### src/rtl/disp_num_writer.sv
// ============================================================================
// Module   : disp_num_writer
// Brief    : Formats a 16-bit value as a 6-character decimal/hex field and
//            writes it into the character display RAM.
// Revision : 1.0 - initial release
// ============================================================================
`default_nettype none

module disp_num_writer #(
    parameter int COL_W   = 6,
    parameter int ROW_W   = 4,
    parameter int ADDR_W  = 10,
    parameter int FIELD_W = 6
) (
    input  logic              clk,
    input  logic              reset,
    input  logic              start,
    input  logic [15:0]       value,
    input  logic              is_signed,
    input  logic              hex_mode,
    input  logic [ROW_W-1:0]  row,
    input  logic [COL_W-1:0]  col,
    output logic              busy,
    output logic              done,
    output logic [ADDR_W-1:0] ram_Adr,
    output logic [7:0]        ram_Data,
    output logic              write_Ram
);

    localparam logic [3:0] c_last_idx  = 4'(FIELD_W - 1);
    localparam logic [3:0] c_last_conv = 4'd15;
    localparam logic [7:0] c_space     = 8'h20;
    localparam logic [7:0] c_minus     = 8'h2D;

    typedef enum logic [2:0] {
        S_IDLE  = 3'd0,
        S_LOAD  = 3'd1,
        S_CONV  = 3'd2,
        S_WRITE = 3'd3,
        S_DONE  = 3'd4
    } state_t;

    state_t             r_state, w_state;
    logic [15:0]        r_mag, w_mag;
    logic [19:0]        r_bcd, w_bcd;
    logic               r_neg, w_neg;
    logic               r_hex, w_hex;
    logic               r_signed, w_signed;
    logic [ROW_W-1:0]   r_row, w_row;
    logic [COL_W-1:0]   r_col, w_col;
    logic [3:0]         r_cnt, w_cnt;
    logic               r_busy, w_busy;
    logic               r_done, w_done;
    logic               r_we, w_we;
    logic [ADDR_W-1:0]  r_adr, w_adr;
    logic [7:0]         r_data, w_data;

    logic [19:0]        w_adj;
    logic [23:0]        w_bcd_ext;
    logic [23:0]        w_mag_ext;
    logic [2:0]         w_sel;
    logic [3:0]         w_digit;
    logic [3:0]         w_hex_nib;
    logic [3:0]         w_first;
    logic [7:0]         w_char;

    // Character generation for the current field position r_cnt.
    always_comb begin
        w_bcd_ext = {4'h0, r_bcd};
        w_mag_ext = {8'h00, r_mag};
        w_sel     = 3'd5 - r_cnt[2:0];
        w_digit   = w_bcd_ext[{w_sel, 2'b00} +: 4];
        w_hex_nib = w_mag_ext[{w_sel, 2'b00} +: 4];
        // Position of the leftmost nonzero digit; D0 is always printed.
        w_first = 4'd5;
        for (int k = 5; k >= 1; k--) begin
            if (w_bcd_ext[4*(5-k) +: 4] != 4'h0) begin
                w_first = 4'(k);
            end
        end
        w_char = c_space;
        if (r_hex) begin
            if (r_cnt >= 4'd2) begin
                w_char = (w_hex_nib < 4'd10) ? (8'h30 + {4'h0, w_hex_nib})
                                             : (8'h37 + {4'h0, w_hex_nib});
            end
        end else if (r_cnt >= w_first) begin
            w_char = 8'h30 | {4'h0, w_digit};
        end else if (r_neg && (r_cnt == w_first - 4'd1)) begin
            w_char = c_minus;
        end
    end

    always_comb begin
        for (int k = 0; k < 5; k++) begin
            w_adj[4*k +: 4] = (r_bcd[4*k +: 4] >= 4'd5) ? (r_bcd[4*k +: 4] + 4'd3)
                                                         : r_bcd[4*k +: 4];
        end
    end

    always_comb begin
        w_state  = r_state;
        w_mag    = r_mag;
        w_bcd    = r_bcd;
        w_neg    = r_neg;
        w_hex    = r_hex;
        w_signed = r_signed;
        w_row    = r_row;
        w_col    = r_col;
        w_cnt    = r_cnt;
        w_busy   = r_busy;
        w_done   = 1'b0;
        w_we     = 1'b0;
        w_adr    = r_adr;
        w_data   = r_data;
        case (r_state)
            S_IDLE: begin
                if (start) begin
                    w_mag    = value;
                    w_signed = is_signed;
                    w_hex    = hex_mode;
                    w_row    = row;
                    w_col    = col;
                    w_busy   = 1'b1;
                    w_state  = S_LOAD;
                end
            end
            S_LOAD: begin
                w_neg = r_signed && !r_hex && r_mag[15];
                if (w_neg) begin
                    w_mag = -r_mag;
                end
                w_bcd   = 20'h0;
                w_cnt   = 4'd0;
                w_state = r_hex ? S_WRITE : S_CONV;
            end
            S_CONV: begin
                {w_bcd, w_mag} = {w_adj, r_mag} << 1;
                w_cnt = r_cnt + 4'd1;
                if (r_cnt == c_last_conv) begin
                    w_cnt   = 4'd0;
                    w_state = S_WRITE;
                end
            end
            S_WRITE: begin
                w_we   = 1'b1;
                w_adr  = {r_row, r_col + COL_W'(r_cnt)};
                w_data = w_char;
                w_cnt  = r_cnt + 4'd1;
                if (r_cnt == c_last_idx) begin
                    w_state = S_DONE;
                end
            end
            S_DONE: begin
                w_done  = 1'b1;
                w_busy  = 1'b0;
                w_state = S_IDLE;
            end
            default: begin
                w_busy  = 1'b0;
                w_state = S_IDLE;
            end
        endcase
    end

    always_ff @(posedge clk) begin
        if (reset) begin
            r_state  <= S_IDLE;
            r_mag    <= 16'h0;
            r_bcd    <= 20'h0;
            r_neg    <= 1'b0;
            r_hex    <= 1'b0;
            r_signed <= 1'b0;
            r_row    <= '0;
            r_col    <= '0;
            r_cnt    <= 4'd0;
            r_busy   <= 1'b0;
            r_done   <= 1'b0;
            r_we     <= 1'b0;
            r_adr    <= '0;
            r_data   <= c_space;
        end else begin
            r_state  <= w_state;
            r_mag    <= w_mag;
            r_bcd    <= w_bcd;
            r_neg    <= w_neg;
            r_hex    <= w_hex;
            r_signed <= w_signed;
            r_row    <= w_row;
            r_col    <= w_col;
            r_cnt    <= w_cnt;
            r_busy   <= w_busy;
            r_done   <= w_done;
            r_we     <= w_we;
            r_adr    <= w_adr;
            r_data   <= w_data;
        end
    end

    assign busy      = r_busy;
    assign done      = r_done;
    assign write_Ram = r_we;
    assign ram_Adr   = r_adr;
    assign ram_Data  = r_data;

endmodule

`default_nettype wire
### config.mk
export PLATFORM = sky130hd
export DESIGN_NAME = disp_num_writer
export DESIGN_NICKNAME = d
export VERILOG_FILES = /design/src/rtl/disp_num_writer.sv
export SDC_FILE = /design/constraint.sdc
export NUM_CORES = 1
export LEC_CHECK = 0
export CAP_MARGIN = 40
export CORE_MARGIN = 8
export CORE_UTILIZATION = 30
export DETAILED_ROUTE_END_ITERATION = 10
export GPL_ROUTABILITY_DRIVEN = 1
export PLACE_DENSITY = 0.52
export SETUP_SLACK_MARGIN = 0.3
export SYNTH_ARGS = -nofsm -noshare
export SYNTH_HDL_FRONTEND = slang
export SYNTH_SLANG_ARGS = --single-unit
### constraint.sdc
create_clock -name clk -period 2.7 [get_ports clk]
set_clock_uncertainty 0.2 [all_clocks]
set_input_delay 0.54 -clock clk [delete_from_list [all_inputs] [get_ports clk]]
set_output_delay 0.54 -clock clk [all_outputs]
set_load 0.02 [all_outputs]
==> flow_metrics.py, run 1 <==
metrics = {
    "outcome": {
        "outcome": "completed",
    },
    "clocking": {
        "cts_buffers": 9,
        "insertion_delay_ps": 340,
        "htreeDepth": 3,
        "clkTransAtPathRegs_ps": 70,
        "ctsHoldBuffers": 0,
        "cts_tree": "done",
        "clk_path_buf_depth": 2,
        "cts-root-buf": "clkbuf_16",
        "cts.sink_count": 76,
    },
    "detailed_routing": {
        "drt-total-wl_um": 13200,
        "postRouteAntennaNets": 0,
        "topRoutingLayerUsed": "met4",
        "drc_errors": 0,
        "m1WireLength_um": 6350,
        "drt-wirelength-per-cell_um": 15.5,
        "dr_wl_met3_um": 778,
        "drtPass1Iterations": 5,
        "wl_met2_um": 6020,
        "viasPerCell": 5.20,
        "vias": 4439,
        "drt_iter0_markers": 308,
    },
    "power_and_ir_drop": {
        "ir_worst_vdd_uv": 313,
        "leakage_nw": 2.18,
        "power_density_nw_per_um2": 582,
    },
    "timing": {
        "tightest_slew_ps": 613,
        "rsz0062_at_grt": "yes",
        "setup_viol_count_final": 0,
        "setup_slack_ps": 101,
        "maxSlewHeadroom_pct": 59.1,
        "slew_viol_final": 0,
        "tns_ps": 0,
        "min_period_over_period_pct": 96.3,
        "max_freq_mhz": 385,
        "hold_viol": 0,
        "fin_crit_ps": 2600,
    },
    "flow_run": {
        "cap_violations": 0,
    },
    "yosys": {
        "synth.net_count": 633,
        "synth_top_cell_by_area": "dfxtp_1",
        "ys_async_sr_fraction_pct": 0,
        "ys_seq_area_share_pct": 32.4,
        "synthTopCellsByArea": "dfxtp_1 (32%), ha_1 (6.7%), nand2_1 (6.5%)",
        "avgSynthCellArea_um2": 8.16,
        "synth.distinct_cells": 68,
        "synth_top_area_share_pct": 32.4,
        "synth_edf_count": 0,
        "syn_area_um2": 4700,
        "synth.most_common_cell": "nand2_1",
        "ys.flop_type": "dfxtp_1",
        "synth_cells": 576,
        "yosysWarningCount": 0,
        "synthTopCellsByCount": "nand2_1 (82), dfxtp_1 (76), nor2_1 (53)",
        "synth_seq_cells": 76,
    },
    "placement": {
        "gp_congestion": 0.809,
        "port_buffers": 50,
        "placed_area_um2": 5490,
        "dp_slack_ps": 23.5,
        "placed_cells": 822,
        "dp_hpwl_um": 9270,
    },
    "min_path": {
        "worstHoldPathCells": 2,
        "hp-class": "flop to flop",
    },
    "floorplanning": {
        "io_pins": 52,
        "dieArea_um2": 19900,
        "row_count": 45,
        "die_w_um": 141,
        "die_h_um": 141,
        "start_util_pct": 30.8,
        "core-area_um2": 15300,
    },
    "grt": {
        "grt_usage_pct": 13.3,
        "grt_max_degree": 50,
        "grt_overflow": 0,
        "antenna_found_initial": 0,
        "grt_pass1_wl_um": 21700,
        "grt_pass1_vias": 4221,
    },
    "setup_path": {
        "crit_slowest_cell": "a2111o_1",
        "cp_cell_sequence": "inv_4 -> ha_4 -> nor3b_4 -> buf_4 -> buf_6 -> nand2_2 -> nand2_2 -> ha_4 -> a2111o_1 -> buf_6 -> o311ai_4 -> or2_4 -> a311oi_2",
        "path_depth": 13,
        "max_stage_delay_ps": 450,
        "worstPathRequired_ps": 2710,
        "path_delay_family": "compound AO/OA/AOI/OAI gates",
        "critical_path.startpoint_type": "flop",
        "arrival_ps": 2610,
        "cp_max_fo": 5,
        "end_kind": "flop",
        "r2r_cells": 13,
        "critPathBufInv": 4,
        "path_class": "flop to flop",
    },
    "layout": {
        "antenna_cells": 0,
        "final_area_um2": 6050,
        "syn2layout_area_growth_pct": 28.7,
        "final_nets": 694,
        "utilization_pct": 39.7,
        "layout-drive-gt1-share_pct": 17.9,
        "stdcell_count": 853,
    },
}
## flip-flops by register name, summed over array words and instances (netlist names)
| name | count |
|---|---|
| r_bcd | 20 |
| r_mag | 16 |
| ram_Adr | 10 |
| ram_Data | 7 |
| r_col | 6 |
| r_cnt | 4 |
| r_row | 4 |
| r_state | 3 |
| busy | 1 |
| done | 1 |
| r_hex | 1 |
| r_neg | 1 |
| r_signed | 1 |
| write_Ram | 1 |
## through the flow
step	power (W)	hold slack, ps
finish	0.00353	249
global route	0.00373	265
CTS	0.00355	252
detailed placement	0.00235	244
global placement	0.00233	239
floorplan	0.00204	230
## where the power goes
part           switching, W  internal [W]
Sequential         0.000136       0.00120
Clock              0.000525      0.000637
Combinational      0.000566      0.000461
## routing by layer
metal  GRT usage, %  up-vias
met5              0        -
met4           3.11        0
met3           3.88        7
met2           21.3      110
met1           17.4     2106
li1               -     2216
## kinds of logic after synthesis
family | synth area share (%)
xor gates and xnor gates | 2.98
and+or+nand+nor | 21.3
AOI/OAI and AO/OA | 25.5
DFF | 32.4
adders and majority gates | 7.08
other | 0.0798
muxes | 4.05
buffers and inverters | 6.63
## final timing paths
path,to,slack (ps),start
setup / recovery,ram_Data[2],100,r_bcd[8]
hold reg to reg,ram_Adr[3],250,ram_Adr[3]
setup reg to reg,ram_Data[2],100,r_bcd[8]
hold / removal,ram_Adr[3],250,ram_Adr[3]
## tightest hold or removal path: cells and delay by family, from the launching register on
| kind | cells | cell delay, ps |
|---|---|---|
| flip-flops | 1 | 310 |
| AND/OR/NAND/NOR | 1 | 50 |
| AO/OA/AOI/OAI | 1 | 50 |
## repair_timing
item	4_1_cts	5_1_grt
setup buffers	12	3
pin swaps	14	14
resized for setup	19	21
endpoints found under the setup margin	5	7
## cell usage in the layout (no fill, tap or decap), types with 4 or more instances in the layout
cell type	instances
nor2_1	53
nand2b_1	6
inv_1	17
dfxtp_4	4
ha_4	6
a22o_1	11
nor4_1	4
a311oi_1	7
buf_4	35
mux4_2	5
a221o_1	6
clkbuf_16	9
nor3_1	15
a32oi_1	5
nor3b_1	4
dfxtp_1	67
xnor2_1	14
ha_1	18
nand3b_1	4
mux2i_1	4
clkinv_4	4
a211oi_1	11
nand2_1	79
dfxtp_2	5
a21o_1	7
o211ai_1	5
o21ai_0	30
a22oi_1	12
clkdlybuf4s50_1	49
nand3_1	11
a21oi_1	51
## layout make-up
cell class                      count  area [um2]
Clock buffer                        9         225
Clock inverter                      7        60.1
Fill cell                        1547        9210
Inverter                           23        93.8
Multi-Input combinational cell    438        3050
Sequential cell                    76        1540
Tap cell                          211         264
Timing Repair Buffer               89         821
Power figures use the tool's default switching activity.
==> run 2, diff against run 1 <==
- CORE_ASPECT_RATIO: not set -> 1.5
- CTS_CLUSTER_SIZE: not set -> 10
- TNS_END_PERCENT: not set -> 100
==> flow_metrics.py, run 2 (synthesized netlist as in run 1, its figures left out) <==
metrics = {
    "setup_path": {
        "max_stage_delay_ps": 490,
        "end_kind": "flop",
        "reg2reg_from": "r_bcd[13]",
        "path_common_cell": "nand2_1",
        "cp_max_fo": 4,
        "r2r_cells": 11,
        "critPathBufInv": 2,
        "ff2ff_setup_slack_ps": 100,
        "arrival_ps": 2630,
        "path_class": "flop to flop",
        "cp_cell_sequence": "inv_1 -> ha_2 -> nor3b_4 -> buf_4 -> nand2_1 -> nand2_1 -> ha_1 -> a2111o_1 -> o31ai_2 -> a31oi_2 -> a311oi_2",
        "path_delay_family": "compound AO/OA/AOI/OAI gates",
        "worstPathRequired_ps": 2740,
        "crit_slowest_cell": "a2111o_1",
        "r2r-end": "ram_Data[3]",
        "critical_path.startpoint_type": "flop",
    },
    "clocking": {
        "htreeDepth": 3,
        "clkTransAtPathRegs_ps": 60,
        "clk_path_buf_depth": 2,
        "cts.sink_count": 76,
        "insertion_delay_ps": 340,
        "cts_tree": "done",
        "cts-root-buf": "clkbuf_16",
        "cts_buffers": 9,
    },
    "timing": {
        "max_freq_mhz": 385,
        "min_period_over_period_pct": 96.2,
        "hold_slack_ps": 254,
        "rsz0062_at_grt": "yes",
        "hold_viol": 0,
        "maxSlewHeadroom_pct": 46.8,
        "fin_crit_ps": 2600,
        "tightest_slew_ps": 799,
        "setup_slack_ps": 104,
        "setup_viol_count_final": 0,
        "slew_viol_final": 0,
    },
    "detailed_routing": {
        "drt-wirelength-per-cell_um": 16.2,
        "viasPerCell": 5.34,
        "drtPass1Iterations": 4,
        "drc_errors": 0,
        "postRouteAntennaNets": 0,
        "drt_iter0_markers": 253,
        "drt-total-wl_um": 13500,
        "vias": 4457,
    },
    "power_and_ir_drop": {
        "ir_worst_vdd_uv": 327,
        "total_power_w": 0.00365,
        "leakage_nw": 2.12,
        "power_density_nw_per_um2": 614,
    },
    "layout": {
        "mostFrequentLayoutCells": "nand2_1 (80), dfxtp_1 (69), nor2_1 (53)",
        "utilization_pct": 38.4,
        "antenna_cells": 0,
        "syn2layout_area_growth_pct": 26.5,
        "largest_reg_flops": 20,
        "final_nets": 684,
        "nFillCells": 1589,
        "layout-drive-gt1-share_pct": 15.3,
        "final_common_cell": "nand2_1",
        "final_area_um2": 5950,
        "largest_register": "r_bcd",
    },
    "floorplanning": {
        "die_w_um": 118,
        "row_count": 56,
        "dieArea_um2": 20000,
        "core-area_um2": 15500,
        "die_h_um": 169,
        "start_util_pct": 30.4,
        "io_pins": 52,
    },
    "grt": {
        "grt_max_degree": 38,
        "grt_util_met2_pct": 25.3,
        "grt_usage_pct": 13.6,
        "grtUsageMet3_pct": 2.73,
        "grt_pass1_wl_um": 22500,
        "met1_usage_pct": 14.5,
        "grt.busiest_layer": "met2",
        "grt_overflow": 0,
        "antenna_found_initial": 0,
        "grt_pass1_vias": 4427,
    },
    "outcome": {
        "outcome": "completed",
    },
    "placement": {
        "port_buffers": 50,
        "dp_slack_ps": 33.4,
        "dp_hpwl_um": 9920,
        "placed_area_um2": 5470,
        "gp_congestion": 0.846,
    },
    "min_path": {
        "hold_end": "ram_Adr[4]",
        "hp-start": "ram_Adr[4]",
        "hp-class": "flop to flop",
        "worstHoldPathCells": 2,
    },
    "flow_run": {
        "cap_violations": 0,
    },
}
## run 2: changes by cell type in the layout (fill, tap and decap cells not counted), sizes merged
cell and delta:
clkinvlp +2, bufinv +2, clkinv -2, buf -10
inv -2
## run 2: worst max path at each step
| stage | depth (start not counted) | slack (ps) | startpoint | endpoint |
|---|---|---|---|---|
| floorplan | 12 | 250 | r_bcd[9] | ram_Data[0] |
| global placement | 11 | 110 | r_bcd[12] | ram_Data[3] |
| detailed placement | 11 | 30 | r_bcd[12] | ram_Data[0] |
| CTS | 12 | 120 | r_bcd[8] | ram_Data[3] |
| global route | 12 | -20 | r_bcd[8] | ram_Data[3] |
| finish | 11 | 100 | r_bcd[13] | ram_Data[3] |
## run 2: repair_timing
action	CTS	global route
setup buffers	8	1
hold buffers	0	0
setup endpoints to repair	5	6
gates resized for setup	17	6
pin swaps	12	10
## run 2: final cells by class
cell class              instances  area (um2)  area share, %
repair buffers                 79         751           12.6
inverters                      23        88.8           1.49
multi-input cells             438        2990           50.3
flip-flops and latches         76        1540           25.8
well taps                     203         254           4.27
clock inverters                 7         101           1.70
clock buffers                   9         225           3.79
## run 2: worst register-to-register path, cell delays in order (launching register included)
cell	delay [ps]
dfxtp_2	350
inv_1	60
ha_2	180
nor3b_4	150
buf_4	140
nand2_1	50
nand2_1	70
ha_1	300
a2111o_1	490
o31ai_2	90
a31oi_2	150
a311oi_2	270
## run 2: routing by layer
metal / wire (um) / part of all wire (%)
met5: 0 / 0
met4: 415 / 3.1
met3: 509 / 3.8
met2: 7070 / 52
met1: 5510 / 41
## run 2: report_power, final
part	internal, W	total (W)	switching, W
clock network	0.000814	0.00132	0.000501
logic	0.000442	0.000989	0.000548
registers	0.00120	0.00135	0.000144
total	0.00246	0.00365	0.00119
## run 2: per-stage QoR
stage / instances / setup TNS [ps]
after floorplan: 576 / 0
after global placement: 810 / 0
after detailed placement: 810 / 0
after CTS: 834 / 0
after global routing: 835 / -24.3
final: 835 / 0
